`src/rtl/rr_mux4_arbiter.sv`:
```
// Round-robin arbiter driving a shared 4:1 data mux onto one valid/ready channel.
// A grant lasts at most BURST accepted beats, or ends early when the owner drops req.
module rr_mux4_arbiter #(
    parameter int WIDTH = 1,
    parameter int BURST = 4
) (
    input  logic             clk,
    input  logic             rst,
    input  logic [3:0]       req,
    input  logic [3:0]       req_mask,
    input  logic [WIDTH-1:0] in0,
    input  logic [WIDTH-1:0] in1,
    input  logic [WIDTH-1:0] in2,
    input  logic [WIDTH-1:0] in3,
    input  logic             out_ready,
    output logic [WIDTH-1:0] out_data,
    output logic             out_valid,
    output logic [1:0]       sel,
    output logic [3:0]       gnt,
    output logic [3:0]       ack,
    output logic             busy
);

    localparam int CW = (BURST > 1) ? $clog2(BURST) : 1;
    localparam logic [CW-1:0] LAST_BEAT = CW'(BURST - 1);

    localparam logic [0:0] IDLE  = 1'b0;
    localparam logic [0:0] GRANT = 1'b1;

    logic [0:0]    state;
    logic [1:0]    ptr;
    logic [CW-1:0] beat_cnt;

    logic [3:0] elig;
    logic       xfer;
    logic       rel;
    logic [1:0] start;
    logic [2:0] pick_r;

    // Returns {found, index}; the scan runs backwards so the lowest offset from start wins.
    function automatic logic [2:0] pick(input logic [1:0] from, input logic [3:0] e);
        logic [2:0] r;
        logic [1:0] idx;
        r = 3'b000;
        for (int k = 3; k >= 0; k--) begin
            idx = from + 2'(k);
            if (e[idx]) begin
                r = {1'b1, idx};
            end
        end
        return r;
    endfunction

    // Handshake: a beat moves when out_valid and out_ready are both high in the same cycle;
    // the owner holds req and data until its ack, and out_valid never drops without a transfer.
    always_comb begin
        elig      = req & req_mask;
        busy      = (state == GRANT);
        out_valid = busy & req[sel] & ~rst;
        case (sel)
            2'd0:    out_data = in0;
            2'd1:    out_data = in1;
            2'd2:    out_data = in2;
            default: out_data = in3;
        endcase
        xfer   = out_valid & out_ready;
        ack    = xfer ? gnt : 4'b0000;
        rel    = busy & ((xfer & (beat_cnt == LAST_BEAT)) | ~req[sel]);
        // On release the search starts just past the outgoing owner, so it wins again only when alone.
        start  = rel ? (sel + 2'd1) : ptr;
        pick_r = pick(start, elig);
    end

    always_ff @(posedge clk) begin
        if (rst) begin
            state    <= IDLE;
            ptr      <= 2'd0;
            sel      <= 2'd0;
            gnt      <= 4'b0000;
            beat_cnt <= '0;
        end else begin
            case (state)
                IDLE: begin
                    if (pick_r[2]) begin
                        state    <= GRANT;
                        sel      <= pick_r[1:0];
                        gnt      <= 4'b0001 << pick_r[1:0];
                        beat_cnt <= '0;
                    end
                end
                GRANT: begin
                    if (rel) begin
                        ptr      <= sel + 2'd1;
                        beat_cnt <= '0;
                        if (pick_r[2]) begin
                            sel <= pick_r[1:0];
                            gnt <= 4'b0001 << pick_r[1:0];
                        end else begin
                            state <= IDLE;
                            gnt   <= 4'b0000;
                        end
                    end else if (xfer) begin
                        beat_cnt <= beat_cnt + CW'(1);
                    end
                end
                default: begin
                    state <= IDLE;
                    gnt   <= 4'b0000;
                end
            endcase
        end
    end

endmodule

```
`config.mk`:
```
export PLATFORM = sky130hd
export DESIGN_NAME = rr_mux4_arbiter
export DESIGN_NICKNAME = d
export VERILOG_FILES = /design/src/rtl/rr_mux4_arbiter.sv
export SDC_FILE = /design/constraint.sdc
export NUM_CORES = 1
export LEC_CHECK = 0
export CORE_UTILIZATION = 45
export DETAILED_ROUTE_END_ITERATION = 10
export GPL_TIMING_DRIVEN = 1
export PLACE_DENSITY = 0.78
export SYNTH_ARGS = -nofsm -noshare
export SYNTH_HDL_FRONTEND = slang
export SYNTH_SLANG_ARGS = --single-unit
export TNS_END_PERCENT = 30
```
`constraint.sdc`:
```
create_clock -name clk -period 3.3 [get_ports clk]
set_input_delay 0.495 -clock clk [delete_from_list [all_inputs] [get_ports clk]]
set_output_delay 0.495 -clock clk [all_outputs]
set_load 0.005 [all_outputs]
```
==> summary.md, run 1 <==
| Metric | Value |
|---|---|
| Site row count | 15 |
| Worst slew pin tran | 0.451 ns |
| Vias in the first global route | 747 |
| Slew margin rel. | 69.9% |
| Post-layout util | 67.9% |
| Worst hold path class | reg2reg |
| Maximum vdd drop | 0.249 mV |
| XOR/XNOR Fraction of Synth Area | 1.98% |
| Crit Path Class | in2out |
| Final WL | 2.01 mm |
| CTS sink cnt | 11 |
| Number of synthesized flops with an enable pin | 0 |
| Starting Density | 49.5% |
| Met1 usage | 27.4% |
| Busiest layer in global routing | met2 |
| Vias | 863 |
| Register area share after synthesis | 24.9% |
| PortBufs | 27 |
| Via/cell ratio | 5.43 |
| Status | completed |
| Post-synthesis compound-gate area fraction | 24.9% |
| RSZ-0062 raised after global routing | no |
| Largest net degree at the start of global routing | 14 |
| Final setup violation count | 0 |
| Power Density | 314 nW/um2 |
| Internal reg-to-reg setup slack | 0.60 ns |
| Worst Skew | 0.00158 ns |
| Final hold vios | 0 |
| Filler cell count | 156 |
| Die width | 46.3 um |
| Final nets | 155 |
| Dpl ws | 0.327 ns |
| Area of the die | 2140 um2 |
| Post-synthesis mux area share | 7.65% |
| Worst Path Arrival | 2.50 ns |
| Number of remaining DRC errors | 0 |
| Root buffer cell | clkbuf_4 |
| Final worst slack | 0.310 ns |
| # Post-CTS Setup Buffers | 0 |
| Final Instance Count excl. Fillers | 159 |
| Tcrit/Tclk final | 90.6% |
| CTS Buf Count | 3 |
| TritonCTS clock tree | yes |
| GRT met2 Usage | 33.9% |
| # hold bufs at CTS | 0 |
| Synthesized flop and latch total | 11 |
| Multi-input gate area | 628 um2 |
| CP Launch Type | primary input |
| TritonRoute pass-1 iters | 4 |
| Gate Count Post-Synth | 103 |
| Area grow syn2layout | 37.0% |
| Top FF cell, synth | dfxtp_1 |
| Static Leakage | 0.441 nW |
| Placed cell count | 155 |
| CP Max Fanout | 5 |
| Post-layout min period | 2.99 ns |
| Initial drt markers | 15 |
| Synthesized area | 883 um2 |
| GR Util met3 | 6.67% |
| IO Count | 28 |
| Total power | 0.380 mW |
| Simple-Gate Fraction of Synth Area | 29.5% |
| Asr flop ratio synth | 0% |
| Final TNS setup | 0 ns |
| Synth Area per Inst | 8.58 um2 |
| Dpl cell area | 1180 um2 |
| Die Height | 46.3 um |
| Post-synthesis cell type count | 47 |
| Max Clk Rate | 334 MHz |
| Worst hold slack | 0.462 ns |
| Post-DR wirelength/cell | 12.6 um |
| Clk pin slew, worst setup/hold paths | 0.07 ns |
| Htree depth | 1 |
| Max-cap violations | 0 |
| Final GP Congestion | 0.868 |
| Worst-Skew Late Latency | 0.27 ns |
| Worst EP required | 2.80 ns |
| Syn Nets | 123 |
| Antenna Nets Post-Route | 0 |
| Initial antenna violation count | 0 |
| FF/Latch Area | 220 um2 |
| Largest family of logic cells by synthesized area | simple AND/OR/NAND/NOR gates |
| Tot GR Track Use | 21.0% |
| Adder-Cell Fraction of Synth Area | 7.08% |
| Layout cells sized above 1 | 14.2% |
| Final instance area | 1210 um2 |
| # diodes | 0 |
| Yosys warning count | 0 |
| Final slew viol count | 0 |
| CP endpoint kind | output port |
| First-pass GRT wire length | 3.24 mm |
| Hpwl dp | 1.61 mm |
| Core box area | 1780 um2 |
| GRT overflow | 0 |
| Clock Tree Buf Depth | 2 |
| CTS resizes | 0 |
-- flip-flops by register name, summed over array words and instances, names as in the netlist --
signal / flops
gnt: 4
beat_cnt: 2
ptr: 2
sel: 2
busy: 1
-- worst max-delay path, stage by stage --
cell             delay (ns)
clkdlybuf4s50_1        0.57
mux2i_2                0.14
o22a_1                 0.26
nor3b_1                0.35
and2_1                 0.19
clkdlybuf4s50_1        0.50
-- routing by layer --
metal  up-vias  routed length (um)  share of wire, %
li1        441                   -                 -
met1       406                 983                49
met2        16                 942                47
met3         0                  85               4.2
met4         0                   0                 0
met5         -                   0                 0
-- report_power, final --
group	leakage (nW)	switching (mW)	internal (mW)
Clock	0.0150	0.0439	0.0468
Sequential	0.0899	0.0122	0.142
Combinational	0.336	0.0635	0.0710
Total	0.441	0.120	0.260
-- Yosys cell counts (3+ instances only) --
cell type	instances	area, um2
dfxtp_1	11	220
nand2_1	11	41.3
a21oi_1	6	30.0
nor2_1	6	22.5
and2_1	5	31.3
ha_1	5	62.6
inv_1	5	18.8
nand3_1	4	20.0
a22o_1	3	26.3
or3_1	3	18.8
-- path summary, 6_finish.rpt --
path | start | to | cells past startpoint
setup / recovery | req[0] | ack[0] | 6
hold reg to reg | beat_cnt[1] | beat_cnt[1] | 2
hold / removal | beat_cnt[1] | beat_cnt[1] | 2
setup reg to reg | sel[0] | sel[0] | 9
-- kinds of logic after synthesis --
| kind of cell | after synthesis |
|---|---|
| AND/OR/NAND/NOR | 46 |
| XOR/XNOR | 2 |
| multiplexers | 5 |
| flip-flops | 11 |
| buffers and inverters | 7 |
| AO/OA/AOI/OAI | 27 |
| adder cells (fa/ha/maj) | 5 |
-- final cells by class --
cell class                      instances  area share (%)
Sequential cell                        11            18.2
Tap cell                               25            2.59
Clock buffer                            4            2.17
Inverter                                5            1.55
Timing Repair Buffer                   29            23.6
Multi-Input combinational cell         85            51.9
-- cell usage in the layout (no fill, tap or decap), types with 3 or more instances in the layout --
cell and n:
a21oi_1 6, a22o_1 3, and2_1 5, clkbuf_4 3, clkdlybuf4s50_1 27, dfxtp_1 11, ha_1 5, inv_1 5
nand2_1 11, nand3_1 4, nor2_1 6, or3_1 3
Power figures use the tool's default switching activity.
==> inputs of run 2 (changes only) <==
--- a/config.mk
+++ b/config.mk
@@ -5,10 +5,10 @@
 export SDC_FILE = /design/constraint.sdc
 export NUM_CORES = 1
 export LEC_CHECK = 0
-export CORE_UTILIZATION = 45
+export CORE_UTILIZATION = 41
 export DETAILED_ROUTE_END_ITERATION = 10
 export GPL_TIMING_DRIVEN = 1
-export PLACE_DENSITY = 0.78
+export PLACE_DENSITY = 0.75
 export SYNTH_ARGS = -nofsm -noshare
 export SYNTH_HDL_FRONTEND = slang
 export SYNTH_SLANG_ARGS = --single-unit
==> constraint.sdc (replaced) <==
create_clock -name clk -period 2.55 [get_ports clk]
set_input_delay 0.3825 -clock clk [delete_from_list [all_inputs] [get_ports clk]]
set_output_delay 0.3825 -clock clk [all_outputs]
set_load 0.005 [all_outputs]
==> run 2 against run 1 <==
Total power increased by 37%. Final cell count up 8.8%. Critical path type unchanged. Die area is 9.3% higher. Non-clock buffer count rose by 12. Core utilization shrank 1.9 points.
==> summary.md, run 2 (same netlist as run 1, synthesis figures left out) <==
| Metric | Value |
|---|---|
| Power Density | 392 nW/um2 (was 314 nW/um2) |
| Clk pwr share | 22.8% (was 23.9%) |
| Final instance area | 1320 um2 (was 1210 um2) |
| Post-layout util | 66.0% (was 67.9%) |
| Internal reg-to-reg setup slack | 0.27 ns (was 0.60 ns) |
| Ordered list of cells on the worst path | clkdlybuf4s50_1, mux2i_2, o22a_1, nor3b_2, and2_1, clkdlybuf4s50_1 (was clkdlybuf4s50_1, mux2i_2, o22a_1, nor3b_1, and2_1, clkdlybuf4s50_1) |
| IO Count | 28 (unchanged) |
| Area of the die | 2340 um2 (was 2140 um2) |
| First-pass GRT wire length | 4.10 mm (was 3.24 mm) |
| Sw Ratio | 31.6% (was 31.5%) |
| Post-DR wirelength/cell | 13.2 um (was 12.6 um) |
| Tot GR Track Use | 22.2% (was 21.0%) |
| Most common cell after layout, fill and taps aside | clkdlybuf4s50_1 (unchanged) |
| Layout cells sized above 1 | 21.9% (was 14.2%) |
| CTS Buf Count | 3 (unchanged) |
| Post-layout min period | 2.47 ns |
| Clk pin slew, worst setup/hold paths | 0.06 ns (was 0.07 ns) |
| Number of remaining DRC errors | 0 (unchanged) |
| Die Height | 48.4 um (was 46.3 um) |
| Combinational Power Share | 39.3% (was 35.4%) |
| Starting Density | 44.1% (was 49.5%) |
| Largest Register | gnt (unchanged) |
| Maximum vdd drop | 0.312 mV (was 0.249 mV) |
| Static Leakage | 0.548 nW (was 0.441 nW) |
| Status | completed (unchanged) |
| Worst Path Arrival | 2.09 ns (was 2.50 ns) |
| Dpl ws | -0.113 ns (was 0.327 ns) |
| RR Endpoint | sel[0] (unchanged) |
| Worst hold path class | reg2reg (unchanged) |
| Placed cell count | 169 (was 155) |
| Worst-Skew Late Latency | 0.27 ns (about the same) |
| CP endpoint kind | output port (unchanged) |
| Critical path's top delay family | buffers and inverters (unchanged) |
| Vias in the first global route | 954 (was 747) |
| Htree depth | 1 (unchanged) |
| # Post-CTS Setup Buffers | 0 (unchanged) |
| Antenna Nets Post-Route | 0 (unchanged) |
| Final hold vios | 0 (unchanged) |
| Final nets | 167 (was 155) |
| RSZ-0062 raised after global routing | yes (was no) |
| Most frequent cells in the layout | clkdlybuf4s50_1 (23), buf_4 (13), nand2_1 (11), dfxtp_1 (11) (was clkdlybuf4s50_1 (27), nand2_1 (11), dfxtp_1 (11)) |
| Clock Tree Buf Depth | 2 (unchanged) |
| Worst EP required | 2.17 ns (was 2.80 ns) |
| Slew margin rel. | 70.6% (was 69.9%) |
| CTS sink cnt | 11 (unchanged) |
| Initial drt markers | 27 (was 15) |
| CP most frequent cell | clkdlybuf4s50_1 (unchanged) |
| TritonRoute pass-1 iters | 4 (unchanged) |
| Worst Skew | 0.00810 ns (was 0.00158 ns) |
| Psw | 0.164 mW (was 0.120 mW) |
| Min-Delay Path Depth | 2 (unchanged) |
| Root buffer cell | clkbuf_4 (unchanged) |
| Max-cap violations | 0 (unchanged) |
| Tcrit/Tclk final | 96.8% |
| # hold bufs at CTS | 0 (unchanged) |
| Largest register FFs | 4 (unchanged) |
| Final GP Congestion | 0.866 (was 0.868) |
| Max Clk Rate | 405 MHz |
| Crit Path Class | in2out (unchanged) |
| Worst slew pin tran | 0.438 ns (was 0.451 ns) |
| Vias | 909 (was 863) |
| Core box area | 2000 um2 (was 1780 um2) |
| Initial antenna violation count | 0 (unchanged) |
| Seq pwr share | 37.9% (was 40.7%) |
| CP Buf/Inv Count | 2 (unchanged) |
| GRT overflow | 0 (unchanged) |
| Final Instance Count excl. Fillers | 173 (was 159) |
| CP Max Fanout | 4 (was 5) |
| CP peak stage delay | 0.49 ns (was 0.57 ns) |
| Via/cell ratio | 5.25 (was 5.43) |
| Final setup violation count | 0 (unchanged) |
| Site row count | 16 (was 15) |
| Hpwl dp | 1.83 mm (was 1.61 mm) |
| Final WL | 2.28 mm (was 2.01 mm) |
| Die width | 48.4 um (was 46.3 um) |
| Largest net degree at the start of global routing | 12 (was 14) |
| PortBufs | 27 (unchanged) |
| Final worst slack | 0.0804 ns (was 0.310 ns) |
| Slowest-stage cell, CP | clkdlybuf4s50_1 (unchanged) |
| # diodes | 0 (unchanged) |
| Min-Delay Startpoint | beat_cnt[1] (unchanged) |
| CP Launch Type | primary input (unchanged) |
| R2R cell count | 9 (unchanged) |
| Area grow syn2layout | 49.6% (was 37.0%) |
| P_int | 0.355 mW (was 0.260 mW) |
| Final slew viol count | 0 (unchanged) |
| TritonCTS clock tree | yes (unchanged) |
| Dpl cell area | 1280 um2 (was 1180 um2) |
| Worst r2r src | sel[0] (unchanged) |
| WHS Endpoint | beat_cnt[1] (unchanged) |
## run 2: what timing repair did
item | in CTS | in global routing
endpoints found under the setup margin | 4 | 4
gates resized for setup | 1 | 5
pin swaps | 0 | 3
gates cloned | 0 | 0
## run 2: metal layers
layer	wire length, um	global-route usage [%]	part of all wire, %
met3	118	3.77	5.2
met5	0	0	0
met4	17	7.35	0.75
met1	1090	30.4	48
met2	1060	35.2	46
## run 2: final cells by class
cell class	instances	area [um2]
Fill cell	173	681
Inverter	5	18.8
Sequential cell	11	220
Clock buffer	4	26.3
Tap cell	27	33.8
Multi-Input combinational cell	85	633
Timing Repair Buffer	41	389
## run 2: worst max-delay path by stage
stage | from | endpoint | depth (start not counted)
floorplan | sel[0] | sel[0] | 10
global placement | req[2] | sel[0] | 9
detailed placement | req[2] | ack[1] | 6
CTS | req[3] | ack[1] | 6
global route | sel[0] | ack[1] | 6
finish | req[0] | ack[1] | 6
## run 2: worst reg2reg max path, delay by kind of cell (launching register included)
| kind | cells | cell delay [ns] |
|---|---|---|
| compound gates | 3 | 0.68 |
| buf+inv | 2 | 0.29 |
| flops | 1 | 0.32 |
| mux | 2 | 0.46 |
| simple gates | 2 | 0.46 |
## run 2: metrics by stage
step	power (mW)	TNS, ns	hold WS, ns
finish	0.519	0	0.458
global route	0.554	-0.0131	0.509
CTS	0.521	0	0.467
detailed placement	0.401	-0.619	0.458
global placement	0.398	-0.247	0.450
floorplan	0.304	0	0.436
## run 2: power by group through the flow
stage / combinational (mW) / clock (mW) / sequential [mW]
after floorplan: 0.103 / 0 / 0.202
after global placement: 0.198 / 0 / 0.200
after detailed placement: 0.201 / 0 / 0.200
after CTS: 0.204 / 0.122 / 0.196
after global routing: 0.225 / 0.131 / 0.199
final: 0.204 / 0.118 / 0.196
==> inputs of run 3 (changes only) <==
--- a/config.mk
+++ b/config.mk
@@ -8,7 +8,9 @@
 export CORE_UTILIZATION = 41
 export DETAILED_ROUTE_END_ITERATION = 10
 export GPL_TIMING_DRIVEN = 1
+export HOLD_SLACK_MARGIN = 0.03
 export PLACE_DENSITY = 0.75
+export SKIP_LAST_GASP = 1
 export SYNTH_ARGS = -nofsm -noshare
 export SYNTH_HDL_FRONTEND = slang
 export SYNTH_SLANG_ARGS = --single-unit
==> run 3 against run 2 <==
Via count unchanged. Non-clock buffer count unchanged. Core utilization unchanged. Register-to-register slack about the same. Clock skew unchanged. Fmax unchanged. Wire length unchanged. Final cell count unchanged. Clock power about the same. Design area unchanged. Combinational power about the same.
==> summary.md, run 3 (same netlist as run 1, synthesis figures left out) <==
| Metric | Value |
|---|---|
| Status | completed (unchanged) |
| Starting Density | 44.1% (unchanged) |
| Worst r2r src | sel[0] (unchanged) |
| Worst-Skew Late Latency | 0.27 ns (about the same) |
| Final GP Congestion | 0.866 (unchanged) |
| Area grow syn2layout | 49.6% (unchanged) |
| Largest register FFs | 4 (unchanged) |
| IO Count | 28 (unchanged) |
| Largest Register | gnt (unchanged) |
| Dpl ws | -0.113 ns (unchanged) |
| Max-cap violations | 0 (unchanged) |
| Final hold vios | 0 (unchanged) |
| Post-layout min period | 2.47 ns (unchanged) |
| GRT overflow | 0 (unchanged) |
| PortBufs | 27 (unchanged) |
| Hpwl dp | 1.83 mm (unchanged) |
| CTS sink cnt | 11 (unchanged) |
| Total power | 0.519 mW (unchanged) |
| Initial antenna violation count | 0 (unchanged) |
| Clock Tree Buf Depth | 2 (unchanged) |
| Worst hold slack | 0.458 ns (unchanged) |
| Min-Delay Path Depth | 2 (unchanged) |
| Via/cell ratio | 5.25 (unchanged) |
| Largest net degree at the start of global routing | 12 (unchanged) |
| Final slew viol count | 0 (unchanged) |
| Power Density | 392 nW/um2 (unchanged) |
| Ordered list of cells on the worst path | clkdlybuf4s50_1, mux2i_2, o22a_1, nor3b_2, and2_1, clkdlybuf4s50_1 (unchanged) |
| CP Launch Type | primary input (unchanged) |
| CTS Buf Count | 3 (unchanged) |
| Maximum vdd drop | 0.312 mV (unchanged) |
| # hold bufs at CTS | 0 (unchanged) |
| R2R cell count | 9 (unchanged) |
| Slew margin rel. | 70.6% (unchanged) |
| Initial drt markers | 27 (unchanged) |
| # diodes | 0 (unchanged) |
| Crit path launch | req[0] (unchanged) |
| Vias in the first global route | 954 (unchanged) |
| Tot GR Track Use | 22.2% (unchanged) |
| Most frequent cells in the layout | clkdlybuf4s50_1 (23), buf_4 (13), nand2_1 (11), dfxtp_1 (11) (unchanged) |
| Static Leakage | 0.548 nW (unchanged) |
| CP peak stage delay | 0.49 ns (about the same) |
| Htree depth | 1 (unchanged) |
| Final TNS setup | 0 ns (unchanged) |
| Worst slew pin tran | 0.438 ns (unchanged) |
| Tcrit/Tclk final | 96.8% (unchanged) |
| Final instance area | 1320 um2 (unchanged) |
| Layout cells sized above 1 | 21.9% (unchanged) |
| Die Height | 48.4 um (unchanged) |
| Site row count | 16 (unchanged) |
| Post-layout util | 66.0% (unchanged) |
| TritonCTS clock tree | yes (unchanged) |
| CP most frequent cell | clkdlybuf4s50_1 (unchanged) |
| P_int | 0.355 mW (unchanged) |
| Antenna Nets Post-Route | 0 (unchanged) |
| Die width | 48.4 um (unchanged) |
| Sw Ratio | 31.6% (unchanged) |
| Combinational Power Share | 39.3% (about the same) |
| CP endpoint kind | output port (unchanged) |
| Worst Skew | 0.00810 ns (unchanged) |
| Worst EP required | 2.17 ns (about the same) |
| Worst hold path class | reg2reg (unchanged) |
| Final Instance Count excl. Fillers | 173 (unchanged) |
| Final worst slack | 0.0804 ns (unchanged) |
| Most common cell after layout, fill and taps aside | clkdlybuf4s50_1 (unchanged) |
| Final WL | 2.28 mm (unchanged) |
| Dpl cell area | 1280 um2 (unchanged) |
| Crit Path Class | in2out (unchanged) |
| Min-Delay Startpoint | beat_cnt[1] (unchanged) |
| Area of the die | 2340 um2 (unchanged) |
| Worst Path Arrival | 2.09 ns (about the same) |
| RSZ-0062 raised after global routing | yes (unchanged) |
| Clk pin slew, worst setup/hold paths | 0.06 ns (about the same) |
| Vias | 909 (unchanged) |
| Core box area | 2000 um2 (unchanged) |
| Final nets | 167 (unchanged) |
| Root buffer cell | clkbuf_4 (unchanged) |
| Number of remaining DRC errors | 0 (unchanged) |
| Post-DR wirelength/cell | 13.2 um (unchanged) |
| Max Clk Rate | 405 MHz (unchanged) |
| First-pass GRT wire length | 4.10 mm (unchanged) |
| Slowest-stage cell, CP | clkdlybuf4s50_1 (unchanged) |
| Psw | 0.164 mW (unchanged) |
| Clk pwr share | 22.8% (about the same) |
| CP Max Fanout | 4 (unchanged) |
| Final setup violation count | 0 (unchanged) |
| TritonRoute pass-1 iters | 4 (unchanged) |
| Seq pwr share | 37.9% (about the same) |
| Placed cell count | 169 (unchanged) |
run 3: layout make-up:
class	count	area (um2)
Fill cell	173	681
Multi-Input combinational cell	85	633
Timing Repair Buffer	41	389
Sequential cell	11	220
Tap cell	27	33.8
Clock buffer	4	26.3
Inverter	5	18.8
run 3: worst paths after layout:
kind / to / slack, ns
worst min-delay path: beat_cnt[1] / 0.46
worst max register to register: sel[0] / 0.27
worst min register to register: beat_cnt[1] / 0.46
worst max-delay path: ack[1] / 0.08
run 3: metal layers:
layer,up-vias,wire length [um],global-route usage [%]
met3,4,118,3.77
met2,32,1060,35.2
met4,0,17,7.35
met1,407,1090,30.4
met5,-,0,0
li1,466,-,-
run 3: timing repair:
item                       4_1_cts  5_1_grt
setup endpoints to repair        4        4
resized for setup                1        5
pin swaps                        0        3
setup buffers                    0        0
run 3: worst max-delay path: cells and delay by family:
kind                   cells  cell delay [ns]
AND/OR/NAND/NOR            2             0.41
AO/OA/AOI/OAI              1             0.19
multiplexers               1             0.10
buffers and inverters      2             0.98
run 3: power groups by stage:
stage | logic, mW | clock network [mW] | registers (mW)
after global routing | 0.225 | 0.131 | 0.199
after detailed placement | 0.201 | 0 | 0.200
after CTS | 0.204 | 0.122 | 0.196
final | 0.204 | 0.118 | 0.196
after floorplan | 0.103 | 0 | 0.202
after global placement | 0.198 | 0 | 0.200
